$ cat src/rtl/uart_periph_pkg.sv
// uart_periph_pkg: register offsets, STATUS/CTRL bit positions and the
// TX/RX FSM state types shared by the uart_periph files.
package uart_periph_pkg;

  // Register index, taken from addr[3:2]
  localparam logic [1:0] UART_REG_DATA   = 2'd0;
  localparam logic [1:0] UART_REG_STATUS = 2'd1;
  localparam logic [1:0] UART_REG_DIV    = 2'd2;
  localparam logic [1:0] UART_REG_CTRL   = 2'd3;

  // STATUS bit positions
  localparam int ST_TX_FULL      = 0;
  localparam int ST_TX_EMPTY     = 1;
  localparam int ST_RX_VALID     = 2;
  localparam int ST_RX_OVERRUN   = 3;
  localparam int ST_TX_BUSY      = 4;
  localparam int ST_TX_DROP      = 5;
  localparam int ST_RX_FRAME_ERR = 6;

  // CTRL bit positions
  localparam int CTRL_RX_IE = 0;
  localparam int CTRL_TX_IE = 1;
  localparam int CTRL_CLR   = 8;

  typedef enum logic [1:0] {TX_IDLE, TX_START, TX_DATA, TX_STOP} tx_state_e;
  typedef enum logic [1:0] {RX_IDLE, RX_START, RX_DATA, RX_STOP} rx_state_e;

endpackage

$ cat src/rtl/uart_fifo.sv
// uart_fifo: synchronous FIFO with full/empty flags.
// A push while full and a pop while empty are ignored; both flags are
// judged from the state before the edge.
// Ports:
//   clk, n_rst      clock, async active-low reset
//   i_push, i_data  write strobe and data
//   i_pop           read strobe (o_data shows the head entry)
//   o_data          head entry
//   o_full, o_empty occupancy flags
module uart_fifo #(
  parameter int WIDTH = 8,
  parameter int DEPTH = 8
) (
  input  logic             clk,
  input  logic             n_rst,
  input  logic             i_push,
  input  logic [WIDTH-1:0] i_data,
  input  logic             i_pop,
  output logic [WIDTH-1:0] o_data,
  output logic             o_full,
  output logic             o_empty
);
  localparam int AW = $clog2(DEPTH);

  logic [WIDTH-1:0] r_mem [DEPTH];
  logic [AW-1:0]    r_wptr;
  logic [AW-1:0]    r_rptr;
  logic [AW:0]      r_count;
  logic             w_do_push;
  logic             w_do_pop;

  assign o_full    = (r_count == (AW+1)'(DEPTH));
  assign o_empty   = (r_count == '0);
  assign w_do_push = i_push & ~o_full;
  assign w_do_pop  = i_pop & ~o_empty;
  assign o_data    = r_mem[r_rptr];

  always_ff @(posedge clk or negedge n_rst) begin
    if (!n_rst) begin
      r_wptr  <= '0;
      r_rptr  <= '0;
      r_count <= '0;
    end else begin
      if (w_do_push) r_wptr <= r_wptr + 1'b1;
      if (w_do_pop)  r_rptr <= r_rptr + 1'b1;
      r_count <= r_count + {{AW{1'b0}}, w_do_push} - {{AW{1'b0}}, w_do_pop};
    end
  end

  always_ff @(posedge clk) begin
    if (w_do_push) r_mem[r_wptr] <= i_data;
  end

endmodule

$ cat src/rtl/uart_periph.sv
// uart_periph: memory-mapped 8N1 UART with TX FIFO, RX holding register,
// programmable baud divisor (clocks per bit) and a level interrupt.
// Define UART_PERIPH_RX_EN to compile in the receive path; without it
// DATA reads 0, the RX status bits read 0 and uart_rx is ignored.
// Ports:
//   clk, n_rst          clock, async active-low reset
//   clk_enable          qualifies bus side effects (serial engines always run)
//   bus_r_en/addr/data  read strobe, address, combinational read data
//   bus_w_en/addr/data  write strobe, address, write data
//   uart_tx, uart_rx    serial pins
//   irq                 (rx_valid & rx_ie) | (tx_empty & tx_ie)
module uart_periph
  import uart_periph_pkg::*;
#(
  parameter int          TX_FIFO_DEPTH = 8,
  parameter logic [15:0] DIV_RESET     = 16'd434
) (
  input  logic        clk,
  input  logic        n_rst,
  input  logic        clk_enable,
  input  logic        bus_r_en,
  input  logic [31:0] bus_r_addr,
  output logic [31:0] bus_r_data,
  input  logic        bus_w_en,
  input  logic [31:0] bus_w_addr,
  input  logic [31:0] bus_w_data,
  output logic        uart_tx,
  input  logic        uart_rx,
  output logic        irq
);
  logic        w_wr_data, w_wr_div, w_wr_ctrl, w_rd_data, w_clr;
  logic [15:0] r_div;
  logic        r_rx_ie, r_tx_ie, r_tx_drop;
  logic        w_fifo_full, w_fifo_empty;
  logic [7:0]  w_fifo_data;
  logic        w_rx_valid, w_rx_overrun, w_rx_frame_err;
  logic [7:0]  w_rx_data;

  assign w_wr_data = bus_w_en & clk_enable & (bus_w_addr[3:2] == UART_REG_DATA);
  assign w_wr_div  = bus_w_en & clk_enable & (bus_w_addr[3:2] == UART_REG_DIV);
  assign w_wr_ctrl = bus_w_en & clk_enable & (bus_w_addr[3:2] == UART_REG_CTRL);
  assign w_rd_data = bus_r_en & clk_enable & (bus_r_addr[3:2] == UART_REG_DATA);
  assign w_clr     = w_wr_ctrl & bus_w_data[CTRL_CLR];

  always_ff @(posedge clk or negedge n_rst) begin
    if (!n_rst) begin
      r_div     <= DIV_RESET;
      r_rx_ie   <= 1'b0;
      r_tx_ie   <= 1'b0;
      r_tx_drop <= 1'b0;
    end else begin
      // A divisor below 2 would leave no room for the half-bit RX offset
      if (w_wr_div) r_div <= (bus_w_data[15:0] < 16'd2) ? 16'd2 : bus_w_data[15:0];
      if (w_wr_ctrl) begin
        r_rx_ie <= bus_w_data[CTRL_RX_IE];
        r_tx_ie <= bus_w_data[CTRL_TX_IE];
      end
      if (w_wr_data & w_fifo_full) r_tx_drop <= 1'b1;
      else if (w_clr)              r_tx_drop <= 1'b0;
    end
  end

  // ---------------- TX ----------------
  tx_state_e   r_tx_state, w_tx_state_nxt;
  logic [15:0] r_tx_cnt, w_tx_cnt_nxt, r_tx_div, w_tx_div_nxt;
  logic [7:0]  r_tx_shift, w_tx_shift_nxt;
  logic [2:0]  r_tx_bit, w_tx_bit_nxt;
  logic        w_tx_pop, w_tx_out;

  uart_fifo #(.WIDTH(8), .DEPTH(TX_FIFO_DEPTH)) u_tx_fifo (
    .clk    (clk),
    .n_rst  (n_rst),
    .i_push (w_wr_data),
    .i_data (bus_w_data[7:0]),
    .i_pop  (w_tx_pop),
    .o_data (w_fifo_data),
    .o_full (w_fifo_full),
    .o_empty(w_fifo_empty)
  );

  always_ff @(posedge clk or negedge n_rst) begin
    if (!n_rst) begin
      r_tx_state <= TX_IDLE;
      r_tx_cnt   <= '0;
      r_tx_div   <= DIV_RESET;
      r_tx_shift <= '0;
      r_tx_bit   <= '0;
    end else begin
      r_tx_state <= w_tx_state_nxt;
      r_tx_cnt   <= w_tx_cnt_nxt;
      r_tx_div   <= w_tx_div_nxt;
      r_tx_shift <= w_tx_shift_nxt;
      r_tx_bit   <= w_tx_bit_nxt;
    end
  end

  always_comb begin
    w_tx_state_nxt = r_tx_state;
    w_tx_cnt_nxt   = r_tx_cnt;
    w_tx_div_nxt   = r_tx_div;
    w_tx_shift_nxt = r_tx_shift;
    w_tx_bit_nxt   = r_tx_bit;
    w_tx_pop       = 1'b0;
    w_tx_out       = 1'b1;
    case (r_tx_state)
      TX_IDLE: w_tx_pop = ~w_fifo_empty;
      TX_START: begin
        w_tx_out = 1'b0;
        if (r_tx_cnt == '0) begin
          w_tx_state_nxt = TX_DATA;
          w_tx_cnt_nxt   = r_tx_div - 16'd1;
          w_tx_bit_nxt   = '0;
        end else w_tx_cnt_nxt = r_tx_cnt - 16'd1;
      end
      TX_DATA: begin
        w_tx_out = r_tx_shift[0];
        if (r_tx_cnt == '0) begin
          w_tx_cnt_nxt   = r_tx_div - 16'd1;
          w_tx_shift_nxt = {1'b0, r_tx_shift[7:1]};
          w_tx_bit_nxt   = r_tx_bit + 3'd1;
          if (r_tx_bit == 3'd7) w_tx_state_nxt = TX_STOP;
        end else w_tx_cnt_nxt = r_tx_cnt - 16'd1;
      end
      TX_STOP: begin
        if (r_tx_cnt == '0) begin
          w_tx_state_nxt = TX_IDLE;
          w_tx_pop       = ~w_fifo_empty;   // chain the next frame with no gap
        end else w_tx_cnt_nxt = r_tx_cnt - 16'd1;
      end
      default: w_tx_state_nxt = TX_IDLE;
    endcase
    // Frame start: the divisor is frozen here so DIV writes only affect later frames
    if (w_tx_pop) begin
      w_tx_state_nxt = TX_START;
      w_tx_div_nxt   = r_div;
      w_tx_cnt_nxt   = r_div - 16'd1;
      w_tx_shift_nxt = w_fifo_data;
    end
  end

  assign uart_tx = w_tx_out;

  // ---------------- RX ----------------
`ifdef UART_PERIPH_RX_EN
  rx_state_e   r_rx_state, w_rx_state_nxt;
  logic [1:0]  r_rx_sync;
  logic        r_rx_prev, w_rx_in, w_rx_done;
  logic [15:0] r_rx_cnt, w_rx_cnt_nxt, r_rx_div, w_rx_div_nxt;
  logic [7:0]  r_rx_shift, w_rx_shift_nxt, r_rx_data;
  logic [2:0]  r_rx_bit, w_rx_bit_nxt;
  logic        r_rx_valid, r_rx_overrun, r_rx_frame_err;

  assign w_rx_in = r_rx_sync[1];

  always_ff @(posedge clk or negedge n_rst) begin
    if (!n_rst) begin
      r_rx_sync      <= 2'b11;
      r_rx_prev      <= 1'b1;
      r_rx_state     <= RX_IDLE;
      r_rx_cnt       <= '0;
      r_rx_div       <= DIV_RESET;
      r_rx_shift     <= '0;
      r_rx_bit       <= '0;
      r_rx_data      <= '0;
      r_rx_valid     <= 1'b0;
      r_rx_overrun   <= 1'b0;
      r_rx_frame_err <= 1'b0;
    end else begin
      r_rx_sync  <= {r_rx_sync[0], uart_rx};
      r_rx_prev  <= w_rx_in;
      r_rx_state <= w_rx_state_nxt;
      r_rx_cnt   <= w_rx_cnt_nxt;
      r_rx_div   <= w_rx_div_nxt;
      r_rx_shift <= w_rx_shift_nxt;
      r_rx_bit   <= w_rx_bit_nxt;
      // A completing frame beats a same-edge read or clear
      if (w_rx_done) begin
        r_rx_data  <= r_rx_shift;
        r_rx_valid <= 1'b1;
      end else if (w_rd_data) r_rx_valid <= 1'b0;
      if (w_rx_done & r_rx_valid & ~w_rd_data) r_rx_overrun <= 1'b1;
      else if (w_clr)                           r_rx_overrun <= 1'b0;
      if (w_rx_done & ~w_rx_in) r_rx_frame_err <= 1'b1;
      else if (w_clr)           r_rx_frame_err <= 1'b0;
    end
  end

  always_comb begin
    w_rx_state_nxt = r_rx_state;
    w_rx_cnt_nxt   = r_rx_cnt;
    w_rx_div_nxt   = r_rx_div;
    w_rx_shift_nxt = r_rx_shift;
    w_rx_bit_nxt   = r_rx_bit;
    w_rx_done      = 1'b0;
    case (r_rx_state)
      RX_IDLE: begin
        if (r_rx_prev & ~w_rx_in) begin
          w_rx_state_nxt = RX_START;
          w_rx_div_nxt   = r_div;
          w_rx_cnt_nxt   = {1'b0, r_div[15:1]} - 16'd1;   // D/2 puts samples mid-bit
        end
      end
      RX_START: begin
        if (r_rx_cnt == '0) begin
          if (w_rx_in) w_rx_state_nxt = RX_IDLE;     // glitch
          else begin
            w_rx_state_nxt = RX_DATA;
            w_rx_cnt_nxt   = r_rx_div - 16'd1;
            w_rx_bit_nxt   = '0;
          end
        end else w_rx_cnt_nxt = r_rx_cnt - 16'd1;
      end
      RX_DATA: begin
        if (r_rx_cnt == '0) begin
          w_rx_shift_nxt = {w_rx_in, r_rx_shift[7:1]};
          w_rx_cnt_nxt   = r_rx_div - 16'd1;
          w_rx_bit_nxt   = r_rx_bit + 3'd1;
          if (r_rx_bit == 3'd7) w_rx_state_nxt = RX_STOP;
        end else w_rx_cnt_nxt = r_rx_cnt - 16'd1;
      end
      RX_STOP: begin
        if (r_rx_cnt == '0) begin
          w_rx_done      = 1'b1;
          w_rx_state_nxt = RX_IDLE;
        end else w_rx_cnt_nxt = r_rx_cnt - 16'd1;
      end
      default: w_rx_state_nxt = RX_IDLE;
    endcase
  end

  assign w_rx_valid     = r_rx_valid;
  assign w_rx_overrun   = r_rx_overrun;
  assign w_rx_frame_err = r_rx_frame_err;
  assign w_rx_data      = r_rx_data;
`else
  logic w_unused_rx;
  assign w_unused_rx    = uart_rx ^ w_rd_data;
  assign w_rx_valid     = 1'b0;
  assign w_rx_overrun   = 1'b0;
  assign w_rx_frame_err = 1'b0;
  assign w_rx_data      = 8'h00;
`endif

  // ---------------- bus read / irq ----------------
  always_comb begin
    bus_r_data = '0;
    case (bus_r_addr[3:2])
      UART_REG_DATA:   bus_r_data[7:0] = w_rx_data;
      UART_REG_STATUS: begin
        bus_r_data[ST_TX_FULL]      = w_fifo_full;
        bus_r_data[ST_TX_EMPTY]     = w_fifo_empty;
        bus_r_data[ST_RX_VALID]     = w_rx_valid;
        bus_r_data[ST_RX_OVERRUN]   = w_rx_overrun;
        bus_r_data[ST_TX_BUSY]      = (r_tx_state != TX_IDLE);
        bus_r_data[ST_TX_DROP]      = r_tx_drop;
        bus_r_data[ST_RX_FRAME_ERR] = w_rx_frame_err;
      end
      UART_REG_DIV:    bus_r_data[15:0] = r_div;
      UART_REG_CTRL: begin
        bus_r_data[CTRL_RX_IE] = r_rx_ie;
        bus_r_data[CTRL_TX_IE] = r_tx_ie;
      end
      default: bus_r_data = '0;
    endcase
  end

  assign irq = (w_rx_valid & r_rx_ie) | (w_fifo_empty & r_tx_ie);

  logic w_unused;
  assign w_unused = ^{bus_r_addr[31:4], bus_r_addr[1:0], bus_w_addr[31:4],
                      bus_w_addr[1:0], bus_w_data[31:16]};

endmodule

$ cat config.mk
export PLATFORM = sky130hd
export DESIGN_NAME = uart_periph
export DESIGN_NICKNAME = d
export VERILOG_FILES = /design/src/rtl/uart_periph_pkg.sv /design/src/rtl/uart_fifo.sv /design/src/rtl/uart_periph.sv
export SDC_FILE = /design/constraint.sdc
export NUM_CORES = 1
export LEC_CHECK = 0
export CAP_MARGIN = 10
export CELL_PAD_IN_SITES_DETAIL_PLACEMENT = 0
export CELL_PAD_IN_SITES_GLOBAL_PLACEMENT = 1
export CORE_MARGIN = 1.5
export CORE_UTILIZATION = 30
export DETAILED_ROUTE_END_ITERATION = 6
export PLACE_DENSITY_LB_ADDON = 0.25
export SLEW_MARGIN = 20
export SYNTH_ARGS = -nofsm -noshare
export SYNTH_HDL_FRONTEND = slang
export SYNTH_SLANG_ARGS = --single-unit
export TNS_END_PERCENT = 1
$ cat constraint.sdc
create_clock -name clk -period 3.12 [get_ports clk]
set_input_delay 0.468 -clock clk [delete_from_list [all_inputs] [get_ports clk]]
set_output_delay 0.468 -clock clk [all_outputs]
set_load 0.1 [all_outputs]
==> run_results.csv <==
group,metric,value,unit
floorplan,die_area,25200,um2
sta,clock-skew-final,8.82,ps
clock_network,root_buffer,"sky130_fd_sc_hd__clkbuf_16",
yosys,yosys_warning_total,0,
critical_path,crit_path_max_fo,3,
grt,grt_start_max_net_pins,75,
grt,first_global_vias,5124,
yosys,synthCells,585,
critical_path,worst_ep_required_time,2650,ps
route,met2WireLength,8510,um
floorplan,boundaryPins,136,
placement,placedInstanceArea,8290,um2
route,avgViaCountPerCell,4.99,
clock_network,cts-htree-levels,4,
route,top_layer,"met4",
finish,finalNetCount,776,
sta,report.final.hold_viol_count,0,
grt,antenna_found_initial,0,
flow_run,maxCapViolations,0,
placement,final_hpwl_from_detailed_placement,12600,um
critical_path,cp_data_arrival_time,2220,ps
clock_network,clk_path_buf_depth,2,
finish,drive_gt1_frac,0.243,
status,outcome,"complete, no violations",
critical_path,capturing_element_type_of_the_critical_path,"output port",
placement,placedCellCount,949,
floorplan,fp-row-count,56,
yosys,synth.top_cells.by_count,"sky130_fd_sc_hd__dfrtp_1, sky130_fd_sc_hd__edfxtp_1, sky130_fd_sc_hd__nor2_1",
route,antenna_violating_nets_post_route,0,
power,total_power,8.34,mW
sta,fmaxAchievable,372,MHz
sta,rsz_0062_raised_after_global_routing,"no",
power,leakagePower,3.47,nW
sta,final.setup.worst_slack,435,ps
yosys,yosysSeqAreaShare,0.520,
grt,globalRouteOverflowTotal,0,
sta,final.setup.tns,0,ps
power,peakVddDrop,0.000449,V
floorplan,initial_utilization,0.308,
critical_path,criticalPathCategory,"flip-flop to output port",
route,met3WireLength,504,um
yosys,synthesis.area_per_instance,12.4,um2
yosys,synth.top_cell.area_share,0.264,
critical_path,startpoint_type,"flip-flop",
route,vias,4899,
route,route.layer.met1.wl,8480,um
sta,max_slew_margin,0.329,
yosys,synth_cell_type_count,75,
sta,period_share,0.860,
yosys,cell_area_synth,7280,um2
yosys,synthDominantAreaCellType,"sky130_fd_sc_hd__edfxtp_1",
yosys,synth-edff-count,64,
finish,postLayoutCellArea,8880,um2
clock_network,clock_sinks,138,
placement,dp_slack,416,ps
floorplan,dieHeight,159,um
min_path,hold_path.class,"input port to asynchronous set/reset pin",
clock_network,cts-hold-fix-buffers,0,
clock_network,post_cts_buffers,0,
sta,slew_viol_final,0,
finish,area_delta_synth_final,22.0,%
clock_network,cts_made_buffers,17,
placement,gp_congestion,0.773,
clock_network,cts_tree,"built",
route,remaining_drc_errors,0,
clock_network,clock_latency,410,ps
grt,grtUsageTotal,0.146,
sta,timing.final.setup_violations,0,
route,routedWlPerCell,18.0,um
route,routed_wl,17700,um
sta,fin_crit,2680,ps
yosys,ffs_w_async_s_r_synth,0.536,
floorplan,floorplan.core_area,23600,um2
yosys,yosys-top-cells-area,"sky130_fd_sc_hd__edfxtp_1, sky130_fd_sc_hd__dfrtp_1, sky130_fd_sc_hd__mux4_2",
grt,grt_first_pass_wirelength,28500,um
finish,antenna_cells,0,
finish,fin_cells,981,
clock_network,path_clk_slew,70,ps
clock_network,cts_resized,0,
power,power.density,939,nW/um2
yosys,ys_seq_elements,138,
route,detail_route.iter0.violations,217,
yosys,most_used_dff_post_synth,"sky130_fd_sc_hd__edfxtp_1",
placement,port_buffers,41,
floorplan,fp.dieW,159,um
route,dr.pass1.iters,4,
sta,tightest_slew,1010,ps
through the flow:
step | utilization | hold slack (ps)
floorplan | - | 172
global placement | 0.351 | 501
detailed placement | 0.351 | 509
CTS | 0.376 | 250
global route | 0.376 | 278
finish | 0.376 | 184
worst max-delay path, cell delays in order (launching register included):
cell                       delay (ps)
sky130_fd_sc_hd__dfrtp_1          360
sky130_fd_sc_hd__inv_1             90
sky130_fd_sc_hd__ha_1             150
sky130_fd_sc_hd__nor3b_1          490
sky130_fd_sc_hd__buf_4            230
sky130_fd_sc_hd__a222oi_1          70
sky130_fd_sc_hd__nor2_1           210
sky130_fd_sc_hd__buf_12           210
flip-flops by register name, summed over array words and instances (netlist names):
register and count:
r_tx_cnt 16, r_tx_state 2, r_tx_shift 8, r_tx_drop 1, u_tx_fifo.r_count 4, r_rx_ie 1, r_tx_div 16, r_tx_ie 1
r_tx_bit 3, u_tx_fifo.r_wptr 3, r_div 16, u_tx_fifo.r_rptr 3, u_tx_fifo.r_mem 64
layout by cell type, fill, tap and decap left out, types with 10 or more instances in the layout:
cell / netlist / routed
sky130_fd_sc_hd__mux2_2: 27 / 27
sky130_fd_sc_hd__buf_12: 0 / 16
sky130_fd_sc_hd__xnor2_1: 22 / 22
sky130_fd_sc_hd__conb_1: 1 / 16
sky130_fd_sc_hd__mux4_2: 16 / 16
sky130_fd_sc_hd__nor4_1: 14 / 14
sky130_fd_sc_hd__inv_1: 19 / 19
sky130_fd_sc_hd__a21oi_1: 10 / 10
sky130_fd_sc_hd__nand2_1: 26 / 26
sky130_fd_sc_hd__clkdlybuf4s50_1: 0 / 22
sky130_fd_sc_hd__clkbuf_16: 0 / 17
sky130_fd_sc_hd__o21ai_0: 21 / 21
sky130_fd_sc_hd__mux2i_1: 29 / 29
sky130_fd_sc_hd__nand3_1: 17 / 17
sky130_fd_sc_hd__xor2_1: 11 / 11
sky130_fd_sc_hd__dfrtp_1: 64 / 64
sky130_fd_sc_hd__dfstp_2: 10 / 10
sky130_fd_sc_hd__nor3_1: 15 / 15
sky130_fd_sc_hd__and2_1: 13 / 13
sky130_fd_sc_hd__buf_4: 18 / 32
sky130_fd_sc_hd__ha_1: 24 / 24
sky130_fd_sc_hd__nor2_1: 35 / 34
sky130_fd_sc_hd__edfxtp_1: 64 / 64
kinds of logic after synthesis:
| group | synth area share |
|---|---|
| flops | 0.520 |
| mux | 0.139 |
| fa+ha+maj | 0.0440 |
| xor+xnor | 0.0397 |
| compound gates | 0.0768 |
| buf+inv | 0.0421 |
| simple gates | 0.138 |
| other cells | 0.000515 |
power breakdown:
part / internal, mW / leakage, nW / switching [mW]
combinational: 1.48 / 1.73 / 1.88
clock: 1.15 / 0.293 / 0.881
sequential: 2.37 / 1.45 / 0.593
total: 4.99 / 3.47 / 3.35
layout make-up:
cell class	instances	area [um2]
Tap cell	319	399
Clock buffer	17	425
Multi-Input combinational cell	403	3250
Fill cell	2309	14700
Inverter	19	71.3
Clock inverter	15	174
Sequential cell	138	3790
Timing Repair Buffer	70	781
layer usage:
| layer | track usage | vias up |
|---|---|---|
| met5 | 0 | - |
| met4 | 0.0416 | 0 |
| met3 | 0.0240 | 12 |
| met2 | 0.239 | 103 |
| met1 | 0.198 | 2504 |
| li1 | - | 2280 |
path summary, 6_finish.rpt:
path                       slack, ps  depth (start not counted)                            from                        endpoint
hold / removal                   180                          1                           n_rst         r_tx_cnt[7]$_DFFE_PN0P_
setup reg to reg                 440                         10  u_tx_fifo.r_count[2]$_DFF_PN0_  u_tx_fifo.r_count[2]$_DFF_PN0_
min in group clk                 520                          1             r_rx_ie$_DFFE_PN0P_             r_rx_ie$_DFFE_PN0P_
max in group asynchronous       2240                          1                           n_rst        r_tx_cnt[15]$_DFFE_PN0P_
setup / recovery                 440                          7  u_tx_fifo.r_count[2]$_DFF_PN0_                   bus_r_data[1]
hold reg to reg                  520                          1             r_rx_ie$_DFFE_PN0P_             r_rx_ie$_DFFE_PN0P_
No activity file was read; power rests on OpenSTA's default activity.
